<file path="config.mk">
export PLATFORM = sky130hd
export DESIGN_NAME = unary_operand_tx
export DESIGN_NICKNAME = d
export VERILOG_FILES = /design/src/rtl/unary_operand_tx_pkg.sv /design/src/rtl/unary_therm_gen.sv /design/src/rtl/unary_operand_tx.sv
export SDC_FILE = /design/constraint.sdc
export NUM_CORES = 1
export LEC_CHECK = 0
export CAP_MARGIN = 0
export CORE_MARGIN = 2
export CORE_UTILIZATION = 40
export DETAILED_ROUTE_END_ITERATION = 6
export PLACE_DENSITY_LB_ADDON = 0.1
export SYNTH_ARGS = -nofsm -noshare
export SYNTH_HDL_FRONTEND = slang
export SYNTH_HIERARCHICAL = 1
export SYNTH_SLANG_ARGS = --single-unit
</file>
<file path="constraint.sdc">
create_clock -name clk -period 3.2 [get_ports clk]
set_input_delay 0.8 -clock clk [delete_from_list [all_inputs] [get_ports clk]]
set_output_delay 0.8 -clock clk [all_outputs]
set_load 0.005 [all_outputs]
</file>
<file path="src/rtl/unary_operand_tx_pkg.sv">
// Shared types and defaults for the unary operand transmitter.
package unary_operand_tx_pkg;

    // Binary operand width on the request interface.
    localparam int OPW = 5;

    // Default maximum unary value, which is also the SEND window length.
    localparam int LEN_DEFAULT = 16;

    // Default result width; must satisfy 2^SW > 2*LEN.
    localparam int SW_DEFAULT = 6;

    // Operation sequencer states.
    typedef enum logic [2:0] {
        ST_IDLE  = 3'd0,
        ST_SEND  = 3'd1,
        ST_FLUSH = 3'd2,
        ST_DRAIN = 3'd3,
        ST_DONE  = 3'd4
    } state_t;

    // Limit an operand to the largest value the unary stream can carry.
    function automatic logic [OPW-1:0] clamp_op(input logic [OPW-1:0] v,
                                                input logic [OPW-1:0] lim);
        logic [OPW-1:0] r;
        if (v > lim) begin
            r = lim;
        end else begin
            r = v;
        end
        return r;
    endfunction

endpackage

</file>
<file path="src/rtl/unary_therm_gen.sv">
// Thermometer stream generator: turns two latched binary operands into
// ones-first unary bit streams over a LEN-cycle window.
module unary_therm_gen
    import unary_operand_tx_pkg::*;
#(
    parameter int LEN = LEN_DEFAULT
) (
    input  logic           clk,
    input  logic           rst_n,
    input  logic           start,
    input  logic [OPW-1:0] a_in,
    input  logic [OPW-1:0] b_in,
    output logic           a_bit,
    output logic           b_bit,
    output logic           send_last
);

    localparam int CW = $clog2(LEN + 1);
    localparam logic [CW-1:0] LAST_CNT = CW'(LEN);

    logic [CW-1:0]  cnt_r;
    logic [OPW-1:0] a_r;
    logic [OPW-1:0] b_r;
    logic           active_r;
    logic           a_bit_r;
    logic           b_bit_r;

    // Latch operands on start, then emit bit k = (k < operand) each cycle;
    // cnt_r holds the index of the bit being prepared for the next cycle.
    always_ff @(posedge clk or negedge rst_n) begin
        if (!rst_n) begin
            cnt_r    <= {CW{1'b0}};
            a_r      <= {OPW{1'b0}};
            b_r      <= {OPW{1'b0}};
            active_r <= 1'b0;
            a_bit_r  <= 1'b0;
            b_bit_r  <= 1'b0;
        end else if (start) begin
            a_r      <= a_in;
            b_r      <= b_in;
            cnt_r    <= CW'(1);
            active_r <= 1'b1;
            a_bit_r  <= (a_in != {OPW{1'b0}});
            b_bit_r  <= (b_in != {OPW{1'b0}});
        end else if (active_r) begin
            if (cnt_r == LAST_CNT) begin
                cnt_r    <= {CW{1'b0}};
                active_r <= 1'b0;
                a_bit_r  <= 1'b0;
                b_bit_r  <= 1'b0;
            end else begin
                cnt_r    <= cnt_r + CW'(1);
                a_bit_r  <= (32'(cnt_r) < 32'(a_r));
                b_bit_r  <= (32'(cnt_r) < 32'(b_r));
            end
        end else begin
            a_bit_r <= 1'b0;
            b_bit_r <= 1'b0;
        end
    end

    assign a_bit     = a_bit_r;
    assign b_bit     = b_bit_r;
    // High during the final (k = LEN-1) cycle of the window.
    assign send_last = active_r && (cnt_r == LAST_CNT);

endmodule

</file>
<file path="src/rtl/unary_operand_tx.sv">
// Unary operand transmitter: accepts a binary operand pair, streams it to a
// unary adder as thermometer code, then reads back and counts the result.
module unary_operand_tx
    import unary_operand_tx_pkg::*;
#(
    parameter int LEN = LEN_DEFAULT,
    parameter int SW  = SW_DEFAULT
) (
    input  logic           clk,
    input  logic           rst_n,
    input  logic           op_valid,
    output logic           op_ready,
    input  logic [OPW-1:0] op_a,
    input  logic [OPW-1:0] op_b,
    output logic           A,
    output logic           B,
    output logic           en,
    output logic           read_or_write,
    input  logic           dout,
    input  logic           C,
    output logic           res_valid,
    input  logic           res_ready,
    output logic [SW-1:0]  res_sum,
    output logic           res_carry,
    output logic           res_clamp
);

    localparam int DCW = $clog2(2 * LEN + 2);
    localparam logic [DCW-1:0] DRAIN_LAST = DCW'(2 * LEN + 1);
    localparam logic [OPW-1:0] LEN_OP     = OPW'(LEN);
    localparam logic [SW-1:0]  SUM_MAX    = {SW{1'b1}};

    state_t         state_r;
    state_t         state_next_s;
    logic           flush_r;
    logic [DCW-1:0] dcnt_r;
    logic [SW-1:0]  sum_r;
    logic           carry_r;
    logic           clamp_r;
    logic           en_r;
    logic           rw_r;
    logic           res_valid_r;
    logic           op_ready_r;
    logic           hs_s;
    logic           send_last_s;
    logic           carry_win_s;
    logic           count_s;
    logic [OPW-1:0] a_cl_s;
    logic [OPW-1:0] b_cl_s;

    assign hs_s   = op_valid && op_ready_r;
    assign a_cl_s = clamp_op(op_a, LEN_OP);
    assign b_cl_s = clamp_op(op_b, LEN_OP);

    // The first DRAIN cycle is adder latency; counting starts on the second.
    assign count_s = (state_r == ST_DRAIN) && (dcnt_r != {DCW{1'b0}});

    // Carry is observable from the first SEND cycle up to the first DRAIN cycle.
    assign carry_win_s = (state_r == ST_SEND) || (state_r == ST_FLUSH) ||
                         ((state_r == ST_DRAIN) && (dcnt_r == {DCW{1'b0}}));

    unary_therm_gen #(
        .LEN (LEN)
    ) u_therm (
        .clk       (clk),
        .rst_n     (rst_n),
        .start     (hs_s),
        .a_in      (a_cl_s),
        .b_in      (b_cl_s),
        .a_bit     (A),
        .b_bit     (B),
        .send_last (send_last_s)
    );

    // State register.
    always_ff @(posedge clk or negedge rst_n) begin
        if (!rst_n) begin
            state_r <= ST_IDLE;
        end else begin
            state_r <= state_next_s;
        end
    end

    // Next-state decision for the operation sequence.
    always_comb begin
        state_next_s = state_r;
        case (state_r)
            ST_IDLE: begin
                if (hs_s) begin
                    state_next_s = ST_SEND;
                end else begin
                    state_next_s = ST_IDLE;
                end
            end
            ST_SEND: begin
                if (send_last_s) begin
                    state_next_s = ST_FLUSH;
                end else begin
                    state_next_s = ST_SEND;
                end
            end
            ST_FLUSH: begin
                if (flush_r) begin
                    state_next_s = ST_DRAIN;
                end else begin
                    state_next_s = ST_FLUSH;
                end
            end
            ST_DRAIN: begin
                // End on the first sampled zero, or unconditionally at timeout.
                if (count_s && (!dout || (dcnt_r == DRAIN_LAST))) begin
                    state_next_s = ST_DONE;
                end else begin
                    state_next_s = ST_DRAIN;
                end
            end
            ST_DONE: begin
                if (res_ready) begin
                    state_next_s = ST_IDLE;
                end else begin
                    state_next_s = ST_DONE;
                end
            end
            default: begin
                state_next_s = ST_IDLE;
            end
        endcase
    end

    // Cycle counters for the FLUSH and DRAIN phases.
    always_ff @(posedge clk or negedge rst_n) begin
        if (!rst_n) begin
            flush_r <= 1'b0;
            dcnt_r  <= {DCW{1'b0}};
        end else begin
            if (state_r == ST_FLUSH) begin
                flush_r <= ~flush_r;
            end else begin
                flush_r <= 1'b0;
            end
            if (state_r == ST_DRAIN) begin
                dcnt_r <= dcnt_r + DCW'(1);
            end else begin
                dcnt_r <= {DCW{1'b0}};
            end
        end
    end

    // Result accumulation: saturating ones count, sticky carry, clamp flag.
    always_ff @(posedge clk or negedge rst_n) begin
        if (!rst_n) begin
            sum_r   <= {SW{1'b0}};
            carry_r <= 1'b0;
            clamp_r <= 1'b0;
        end else if (hs_s) begin
            sum_r   <= {SW{1'b0}};
            carry_r <= 1'b0;
            clamp_r <= (op_a > LEN_OP) || (op_b > LEN_OP);
        end else begin
            if (count_s && dout && (sum_r != SUM_MAX)) begin
                sum_r <= sum_r + SW'(1);
            end else begin
                sum_r <= sum_r;
            end
            if (carry_win_s && C) begin
                carry_r <= 1'b1;
            end else begin
                carry_r <= carry_r;
            end
            clamp_r <= clamp_r;
        end
    end

    // Registered control outputs, aligned with the state being entered.
    always_ff @(posedge clk or negedge rst_n) begin
        if (!rst_n) begin
            en_r        <= 1'b0;
            rw_r        <= 1'b0;
            res_valid_r <= 1'b0;
            op_ready_r  <= 1'b0;
        end else begin
            en_r        <= (state_next_s == ST_SEND) || (state_next_s == ST_FLUSH) ||
                           (state_next_s == ST_DRAIN);
            rw_r        <= (state_next_s == ST_DRAIN);
            res_valid_r <= (state_next_s == ST_DONE);
            op_ready_r  <= (state_next_s == ST_IDLE);
        end
    end

    assign en            = en_r;
    assign read_or_write = rw_r;
    assign res_valid     = res_valid_r;
    assign op_ready      = op_ready_r;
    assign res_sum       = sum_r;
    assign res_carry     = carry_r;
    assign res_clamp     = clamp_r;

endmodule
</file>
==> impl_metrics.env, run 1 <==
export IMPL_run_status="finished clean"
export IMPL_maxSlewViolCount=0
export IMPL_pin_count_of_the_biggest_net_entering_global_routing=41
export IMPL_cp_top_family="buffers and inverters"
export IMPL_buffer_cell_driving_the_clock_tree_root="sky130_fd_sc_hd__clkbuf_8"
export IMPL_finalSetupViolCount=0
export IMPL_drc=0
export IMPL_synth_fp_nets=250
export IMPL_core_occupancy_in_the_finished_layout_pct=50.90
export IMPL_clk_path_buf_depth=2
export IMPL_num_io_pins=30
export IMPL_grt_setup_unrepaired="false"
export IMPL_hp_class="flop to flop"
export IMPL_synth_top_area_share_pct=46.62
export IMPL_finish_net_count=281
export IMPL_vias=1631
export IMPL_avgRoutedWirePerCell_microns=12.66
export IMPL_worst_hold_path_stage_count=1
export IMPL_synth_lib_cells_used_distinct=45
export IMPL_power_density_nw_per_um2=364.5
export IMPL_post_cts_resized=0
export IMPL_synth_cell_area_sq_um=2147
export IMPL_n_antenna_cell=0
export IMPL_minimum_setup_slack_among_reg_to_reg_paths_ns=1.41
export IMPL_fp_row_count=26
export IMPL_critPathMaxFanout=20
export IMPL_crit_slowest_cell="sky130_fd_sc_hd__clkdlybuf4s50_1"
export IMPL_crit_path_max_incr_delay_ns=0.40
export IMPL_area_growth_pct=21.85
export IMPL_timing_clock_skew_ns=0.007678
export IMPL_drt_pass1_iter_count=6
export IMPL_timing_rr_end="res_sum[3]"
export IMPL_cts_tree="done"
export IMPL_min_period_over_period_pct=64.37
export IMPL_min_period_ns=2.060
export IMPL_timing_setup_tns_ns=0
export IMPL_clock_fmax_ghz=0.4855
export IMPL_arrival_ns=2.23
export IMPL_clock_slew_at_the_register_clock_pins_of_the_worst_setup_and_hold_paths_ns=0.08
export IMPL_setup_worst_path_end_class="flop"
export IMPL_maxCapViolations=0
export IMPL_synthCells=220
export IMPL_startpoint_type="primary input"
export IMPL_die_area_sq_um=5970
export IMPL_place_congestion=0.7421
export IMPL_worst_pin_slew_ns=0.8919
export IMPL_route_final_wire_length_mm=4.078
export IMPL_leak_pwr_nw=1.189
export IMPL_worst_skew_pair_late_latency_ns=0.29
export IMPL_required_ns=3.37
export IMPL_synth_flop_type="sky130_fd_sc_hd__dfrtp_1"
export IMPL_layout_drive_gt1_share_pct=9.921
export IMPL_max_slew_headroom_pct=40.54
export IMPL_number_of_cells_on_the_critical_path=6
export IMPL_cts_post_setup_buffers_inserted=0
export IMPL_grt_total_usage_pct=15.28
export IMPL_number_of_enable_type_register_cells_in_the_synthesized_netlist=0
export IMPL_clock_sinks=40
export IMPL_synth_async_reset_ratio_pct=100.0
export IMPL_layout_common_cells="sky130_fd_sc_hd__dfrtp_1 (40), sky130_fd_sc_hd__clkdlybuf4s50_1 (28), sky130_fd_sc_hd__nand2_1 (26)"
export IMPL_worst_ir_drop_vdd_uv=224.4
export IMPL_critPathBufInv=3
export IMPL_first_iter_violations=52
export IMPL_crit_reg2reg_launch="dcnt_r[0]"
export IMPL_yosysSeqAreaShare_pct=46.62
export IMPL_route_antenna_remaining_nets=0
export IMPL_initial_core_util_pct=41.77
export IMPL_critical_path_class="primary input to flop"
export IMPL_grt_pass1_vias=1556
export IMPL_hpwlAfterDp_mm=2.936
export IMPL_die_x_microns=77.27
export IMPL_synth_yosys_warnings=6
export IMPL_overflow=0
export IMPL_crit_chain="clkdlybuf4s50_1 > nand2_1 > inv_1 > buf_4 > nor4_1 > a21oi_1"
export IMPL_avgSynthCellArea_sq_um=9.759
export IMPL_layout_commonest_cell="sky130_fd_sc_hd__dfrtp_1"
export IMPL_clock_tree_htree_level_count=2
export IMPL_holdPathEnd="flush_r"
export IMPL_viasPerCell=5.065
export IMPL_antenna_found_initial=0
export IMPL_synth_largest_area_cell="sky130_fd_sc_hd__dfrtp_1"
export IMPL_holdBufCountCts=0
export IMPL_fillers=498
export IMPL_hold_viol=0
export IMPL_cts_inserted_buffers=5
export IMPL_holdCritStartpoint="flush_r"
export IMPL_design_core_area_sq_um=5140
export IMPL_ys_seq_elements=40
export IMPL_synth_area_leaders="sky130_fd_sc_hd__dfrtp_1 (47%), sky130_fd_sc_hd__ha_1 (8.2%), sky130_fd_sc_hd__nand2_1 (4.5%)"
export IMPL_die_h_microns=77.27
export IMPL_worst_r2r_cell_count=6
export IMPL_port_buffers=29
export IMPL_grt_pass1_wl_mm=7.265
-- area by class of cell --
type                            instances  area, sq um  share of cell area [%]
Multi-Input combinational cell        156         1052                   40.22
Timing Repair Buffer                   32        307.8                   11.76
Tap cell                               70        87.58                   3.348
Sequential cell                        40         1001                   38.26
Clock buffer                            6        72.57                   2.774
Inverter                               16        60.06                   2.296
Clock inverter                          2        35.03                   1.339
-- cell usage after synthesis (2+ instances only) --
library cell / instances
sky130_fd_sc_hd__a31o_2: 2
sky130_fd_sc_hd__mux2_2: 2
sky130_fd_sc_hd__nor3_1: 2
sky130_fd_sc_hd__nand2_1: 26
sky130_fd_sc_hd__or4_1: 2
sky130_fd_sc_hd__and3_1: 4
sky130_fd_sc_hd__a41o_2: 2
sky130_fd_sc_hd__a31oi_1: 4
sky130_fd_sc_hd__nand3b_1: 2
sky130_fd_sc_hd__xor2_1: 4
sky130_fd_sc_hd__inv_1: 16
sky130_fd_sc_hd__o41ai_1: 2
sky130_fd_sc_hd__xnor2_1: 2
sky130_fd_sc_hd__nand2b_1: 4
sky130_fd_sc_hd__nor2_1: 15
sky130_fd_sc_hd__ha_1: 14
sky130_fd_sc_hd__clkbuf_1: 5
sky130_fd_sc_hd__nand3_1: 7
sky130_fd_sc_hd__a211oi_1: 3
sky130_fd_sc_hd__nand4_1: 2
sky130_fd_sc_hd__buf_2: 2
sky130_fd_sc_hd__o21ai_0: 13
sky130_fd_sc_hd__a21oi_1: 11
sky130_fd_sc_hd__nor2b_1: 9
sky130_fd_sc_hd__a21o_1: 2
sky130_fd_sc_hd__o21ai_1: 3
sky130_fd_sc_hd__dfrtp_1: 40
sky130_fd_sc_hd__mux2i_1: 3
-- routing by layer --
metal | global-route usage [%] | vias up | wire length (microns)
met5 | 0 | - | 0
met4 | 6.250 | 0 | 52
met2 | 23.48 | 32 | 1895
met3 | 4.235 | 6 | 160
met1 | 20.31 | 767 | 1970
li1 | - | 826 | -
-- power by group --
part	leakage, nW	switching [mW]	internal [mW]
Combinational	0.659	0.0196	0.0209
Clock	0.0552	0.176	0.232
Sequential	0.475	0.0000000000000000182	0.505
Total	1.19	0.196	0.758
-- kinds of logic after synthesis --
| group | share of synthesized area, % |
|---|---|
| compound gates | 15.21 |
| xor+xnor | 2.448 |
| fa+ha+maj | 8.159 |
| buf+inv | 4.371 |
| flops | 46.62 |
| mux | 2.448 |
| simple gates | 20.75 |
-- per-stage QoR --
step                      power (mW)  instance area [sq um]  setup slack, ns  hold slack, ns  cells
after floorplan               0.5254                   2147            1.472          0.4025    220
after global placement        0.5564                   2509           0.8810          0.4138    314
after detailed placement      0.5570                   2509           0.8316          0.4177    314
after CTS                     0.9696                   2616            1.141          0.4279    322
after global routing          0.9989                   2616            1.004          0.4322    322
final                         0.9535                   2616            1.140          0.4249    322
-- worst max path at each step --
stage,from,slack [ns],end
CTS,res_sum[0],1.14,res_sum[0]
global route,op_valid,1.00,u_therm/a_bit
global placement,op_valid,0.88,u_therm/a_bit
floorplan,op_b[1],1.47,u_therm/b_bit
detailed placement,op_valid,0.83,u_therm/a_bit
finish,op_valid,1.14,u_therm/a_bit
-- worst register-to-register path, stage by stage (launching register included) --
cell and delay (ns):
sky130_fd_sc_hd__dfrtp_1 0.42, sky130_fd_sc_hd__inv_1 0.06, sky130_fd_sc_hd__ha_1 0.19, sky130_fd_sc_hd__nor2b_1 0.16, sky130_fd_sc_hd__a211oi_4 0.45, sky130_fd_sc_hd__a31oi_1 0.15
sky130_fd_sc_hd__a41o_2 0.25
-- sequential cells by signal, summed over array words and instances (netlist names), 3 cells and up --
name and cells:
dcnt_r 6, res_sum 6, u_therm/a_r 5, u_therm/b_r 5, u_therm/cnt_r 5, state_r 3
No activity file was read; power rests on OpenSTA's default activity.
==> run 2, diff against run 1 <==
clock period = 1.74 ns   (was 3.2 ns; I/O delays follow)
==> run 2 against run 1 <==
Compared with the run above: die area did not move; clock power rose by 120%; sequential cell count did not move; sequential share of layout area fell by 2.1 points; first-iteration DRC count rose by 21%; non-clock buffer count rose by 16; count of clock-buffer cells in the layout fell by 1; critical path type is now flop to output port.
==> impl_metrics.env, run 2 (synthesis results as in run 1) <==
export IMPL_cts_post_setup_buffers_inserted=0
export IMPL_first_iter_violations=63
export IMPL_critical_path_class="flop to output port"
export IMPL_initial_core_util_pct=41.77
export IMPL_hp_class="primary input to async pin"
export IMPL_buffer_cell_driving_the_clock_tree_root="sky130_fd_sc_hd__clkbuf_8"
export IMPL_leak_pwr_nw=1.281
export IMPL_pin_count_of_the_biggest_net_entering_global_routing=41
export IMPL_drc=0
export IMPL_vias=1658
export IMPL_worst_skew_pair_late_latency_ns=0.29
export IMPL_avgRoutedWirePerCell_microns=12.35
export IMPL_startpoint_type="flop"
export IMPL_max_slew_headroom_pct=65.90
export IMPL_holdBufCountCts=0
export IMPL_grt_total_usage_pct=15.24
export IMPL_cts_inserted_buffers=5
export IMPL_num_io_pins=30
export IMPL_placed_cells_incl_taps=330
export IMPL_holdWs_ns=0.1894
export IMPL_finish_net_count=297
export IMPL_cts_tree="done"
export IMPL_place_congestion=0.7441
export IMPL_critPathMaxFanout=6
export IMPL_setup_worst_path_end_class="output port"
export IMPL_fin_area_sq_um=2771
export IMPL_fp_row_count=26
export IMPL_layout_drive_gt1_share_pct=15.73
export IMPL_post_dp_cell_area_sq_um=2641
export IMPL_route_final_wire_length_mm=4.161
export IMPL_maxSlewViolCount=0
export IMPL_cp_top_family="buffers and inverters"
export IMPL_crit_chain="clkdlybuf4s50_1"
export IMPL_route_antenna_remaining_nets=0
export IMPL_clock_sinks=40
export IMPL_layout_commonest_cell="sky130_fd_sc_hd__dfrtp_1"
export IMPL_die_h_microns=77.27
export IMPL_place_ws_ns=-0.1870
export IMPL_critPathBufInv=1
export IMPL_startpoint="res_sum[2]"
export IMPL_grt_setup_unrepaired="false"
export IMPL_min_period_ns=1.670
export IMPL_viasPerCell=4.920
export IMPL_run_status="finished clean"
export IMPL_hold_viol=0
export IMPL_hpwlAfterDp_mm=3.004
export IMPL_overflow=0
export IMPL_maxCapViolations=0
export IMPL_die_area_sq_um=5970
export IMPL_worst_pin_slew_ns=0.5116
export IMPL_layout_common_cells="sky130_fd_sc_hd__dfrtp_1 (39), sky130_fd_sc_hd__clkdlybuf4s50_1 (28), sky130_fd_sc_hd__nand2_1 (26)"
export IMPL_design_core_area_sq_um=5140
export IMPL_clock_slew_at_the_register_clock_pins_of_the_worst_setup_and_hold_paths_ns=0.08
export IMPL_crit_path_max_incr_delay_ns=0.53
export IMPL_report_power_total_mw=1.903
export IMPL_arrival_ns=1.23
export IMPL_finalSetupViolCount=0
export IMPL_clock_fmax_ghz=0.5990
export IMPL_power_density_nw_per_um2=686.5
export IMPL_timing_clock_skew_ns=0.004600
export IMPL_fillers=500
export IMPL_final_instance_count_excl_fill=337
export IMPL_drt_pass1_iter_count=4
export IMPL_clock_tree_htree_level_count=2
export IMPL_crit_slowest_cell="sky130_fd_sc_hd__clkdlybuf4s50_1"
export IMPL_n_antenna_cell=0
export IMPL_min_period_over_period_pct=95.95
export IMPL_die_x_microns=77.27
export IMPL_clk_path_buf_depth=2
export IMPL_crit_reg2reg_launch="dcnt_r[1]"
export IMPL_required_ns=1.30
export IMPL_worst_ir_drop_vdd_uv=377.5
export IMPL_area_growth_pct=29.08
export IMPL_antenna_found_initial=0
export IMPL_grt_pass1_vias=1610
export IMPL_grt_pass1_wl_mm=7.341
export IMPL_port_buffers=29
export IMPL_timing_final_ws_setup_ns=0.07047
==> run 2: per-layer routing <==
metal / share of wire, % / global-route usage, %
met4: 0.46 / 4.286
met5: 0 / 0
met3: 3.6 / 3.765
met2: 49 / 25.83
met1: 47 / 19.32
==> run 2: layout make-up <==
cell class | count | area (sq um) | area share (%)
clock buffers | 5 | 68.82 | 2.483
inverters | 16 | 60.06 | 2.167
flip-flops and latches | 40 | 1002 | 36.16
repair buffers | 48 | 440.4 | 15.89
multi-input cells | 156 | 1052 | 37.97
clock inverters | 2 | 60.06 | 2.167
well taps | 70 | 87.58 | 3.160
==> run 2: timing repair <==
action | 4_1_cts | 5_1_grt
endpoints found under the hold margin | 0 | 0
endpoints found under the setup margin | 0 | 1
resized for setup | 0 | 1
==> run 2: final timing paths <==
check	depth (start not counted)	endpoint	slack, ns
min	2	res_sum[2]	0.19
min in group clk	1	flush_r	0.43
max in group asynchronous	2	res_sum[0]	1.16
max reg2reg	7	res_sum[3]	0.14
min reg2reg	1	flush_r	0.43
max	1	res_sum[2]	0.07
==> run 2: stage by stage <==
stage / TNS, ns / util, %
2_1_floorplan: 0 / -
3_3_place_gp: -0.5761 / 51.39
3_5_place_dp: -0.6171 / 51.39
4_1_cts: 0 / 53.89
5_1_grt: 0 / 53.92
6_report: 0 / 53.92
==> run 2: power by group <==
part / leakage [nW] / internal [mW] / total (mW) / switching [mW]
registers: 0.474 / 0.929 / 0.929 / 0.0000000000000000285
clock network: 0.0642 / 0.565 / 0.883 / 0.318
logic: 0.743 / 0.0522 / 0.0910 / 0.0388
total: 1.28 / 1.55 / 1.90 / 0.357
==> run 3, diff against run 2 <==
CORE_MARGIN = 1   (was 2)
==> run 3 against run 2 <==
Compared with the run above: non-clock buffer count rose by 3; sequential cell count did not move; critical path depth did not move; combinational power rose by 4.9%; worst setup slack got worse by 0.0095 ns; highest routed layer unchanged; register-to-register slack barely moved; critical path type unchanged; maximum frequency fell by 0.57%; clock power fell by 16%; sequential power barely moved.
==> impl_metrics.env, run 3 (synthesis results as in run 1) <==
export IMPL_run_status="finished clean"
export IMPL_power_density_nw_per_um2=637.1
export IMPL_startpoint_type="flop"
export IMPL_clk_path_buf_depth=2
export IMPL_layout_commonest_cell="sky130_fd_sc_hd__dfrtp_1"
export IMPL_timing_rr_end="res_sum[1]"
export IMPL_buffer_cell_driving_the_clock_tree_root="sky130_fd_sc_hd__clkbuf_8"
export IMPL_layout_common_cells="sky130_fd_sc_hd__dfrtp_1 (40), sky130_fd_sc_hd__clkdlybuf4s50_1 (28), sky130_fd_sc_hd__nand2_1 (26)"
export IMPL_arrival_ns=1.24
export IMPL_cts_tree="done"
export IMPL_worst_skew_pair_late_latency_ns=0.29
export IMPL_place_ws_ns=-0.1844
export IMPL_hold_viol=0
export IMPL_critPathBufInv=1
export IMPL_grt_pass1_wl_mm=7.217
export IMPL_crit_reg2reg_launch="dcnt_r[1]"
export IMPL_cp_top_family="buffers and inverters"
export IMPL_crit_chain="clkdlybuf4s50_1"
export IMPL_holdBufCountCts=0
export IMPL_finalSetupViolCount=0
export IMPL_clock_sinks=40
export IMPL_avgRoutedWirePerCell_microns=12.63
export IMPL_holdWs_ns=0.08229
export IMPL_area_growth_pct=29.08
export IMPL_route_antenna_remaining_nets=0
export IMPL_worst_r2r_cell_count=7
export IMPL_drt_pass1_iter_count=5
export IMPL_first_iter_violations=84
export IMPL_timing_clock_skew_ns=0.005306
export IMPL_min_period_over_period_pct=96.50
export IMPL_place_congestion=0.7370
export IMPL_viasPerCell=4.909
export IMPL_worst_pin_slew_ns=0.4543
export IMPL_maxCapViolations=0
export IMPL_drc=0
export IMPL_pin_count_of_the_biggest_net_entering_global_routing=24
export IMPL_timing_final_ws_setup_ns=0.06094
export IMPL_leak_pwr_nw=1.291
export IMPL_fp_row_count=26
export IMPL_die_area_sq_um=5665
export IMPL_grt_pass1_vias=1601
export IMPL_n_antenna_cell=0
export IMPL_port_buffers=29
export IMPL_hp_class="primary input to async pin"
export IMPL_clock_fmax_ghz=0.5956
export IMPL_crit_path_max_incr_delay_ns=0.53
export IMPL_critPathMaxFanout=6
export IMPL_grt_setup_unrepaired="false"
export IMPL_hpwlAfterDp_mm=3.187
export IMPL_critical_path_class="flop to output port"
export IMPL_grt_total_usage_pct=17.22
export IMPL_cts_post_setup_buffers_inserted=0
export IMPL_maxSlewViolCount=0
export IMPL_min_period_ns=1.679
export IMPL_required_ns=1.30
export IMPL_vias=1674
export IMPL_die_h_microns=75.27
export IMPL_clock_slew_at_the_register_clock_pins_of_the_worst_setup_and_hold_paths_ns=0.08
export IMPL_post_cts_resized=0
export IMPL_initial_core_util_pct=41.77
export IMPL_route_final_wire_length_mm=4.307
export IMPL_antenna_found_initial=0
export IMPL_max_slew_headroom_pct=69.71
export IMPL_minimum_setup_slack_among_reg_to_reg_paths_ns=0.13
export IMPL_crit_slowest_cell="sky130_fd_sc_hd__clkdlybuf4s50_1"
export IMPL_overflow=0
export IMPL_num_io_pins=30
export IMPL_worst_ir_drop_vdd_uv=298.1
export IMPL_clock_tree_htree_level_count=2
export IMPL_finish_net_count=300
export IMPL_die_x_microns=75.27
export IMPL_cts_inserted_buffers=5
export IMPL_report_power_total_mw=1.766
export IMPL_design_core_area_sq_um=5140
export IMPL_setup_worst_path_end_class="output port"
export IMPL_layout_drive_gt1_share_pct=16.24
==> run 3: worst max-delay path by stage <==
stage	start	cells past startpoint	endpoint
6_report	res_sum[0]	1	res_sum[0]
5_1_grt	res_sum[0]	1	res_sum[0]
4_1_cts	res_sum[0]	1	res_sum[0]
3_5_place_dp	op_a[4]	5	u_therm/a_bit
3_3_place_gp	op_b[4]	5	u_therm/b_bit
2_1_floorplan	dcnt_r[0]	6	res_sum[3]
==> run 3: layout make-up <==
class,count,area [sq um]
fill,512,2369
inverter,16,60.06
clock inverter,2,35.03
clock buffer,6,72.57
sequential,40,1001
tap,70,87.58
timing repair buffer,51,462.9
multi-input combinational,156,1052
==> run 3: metrics by stage <==
stage                     TNS, ns  cells  cell area, sq um  util, %
after floorplan                 0    220              2147        -
after global placement    -0.6364    333              2664    51.83
after detailed placement  -0.5918    333              2664    51.83
after CTS                       0    341              2771    53.92
after global routing            0    341              2771    53.92
final                           0    341              2771    53.92
==> run 3: layer usage <==
metal | share of wire (%) | up-vias | routed length (microns) | GRT usage [%]
met5 | 0 | - | 0 | 0
met2 | 48 | 32 | 2078 | 28.13
met3 | 3.6 | 4 | 156 | 3.748
met1 | 47 | 777 | 2041 | 22.62
met4 | 0.72 | 0 | 31 | 6.173
li1 | - | 861 | - | -
==> run 3: where the power goes <==
| group | total [mW] | leakage (nW) | switching (mW) | internal, mW |
|---|---|---|---|---|
| Clock | 0.742 | 0.0552 | 0.316 | 0.426 |
| Combinational | 0.0955 | 0.761 | 0.0403 | 0.0552 |
| Sequential | 0.929 | 0.475 | 0.0000000000000000258 | 0.929 |
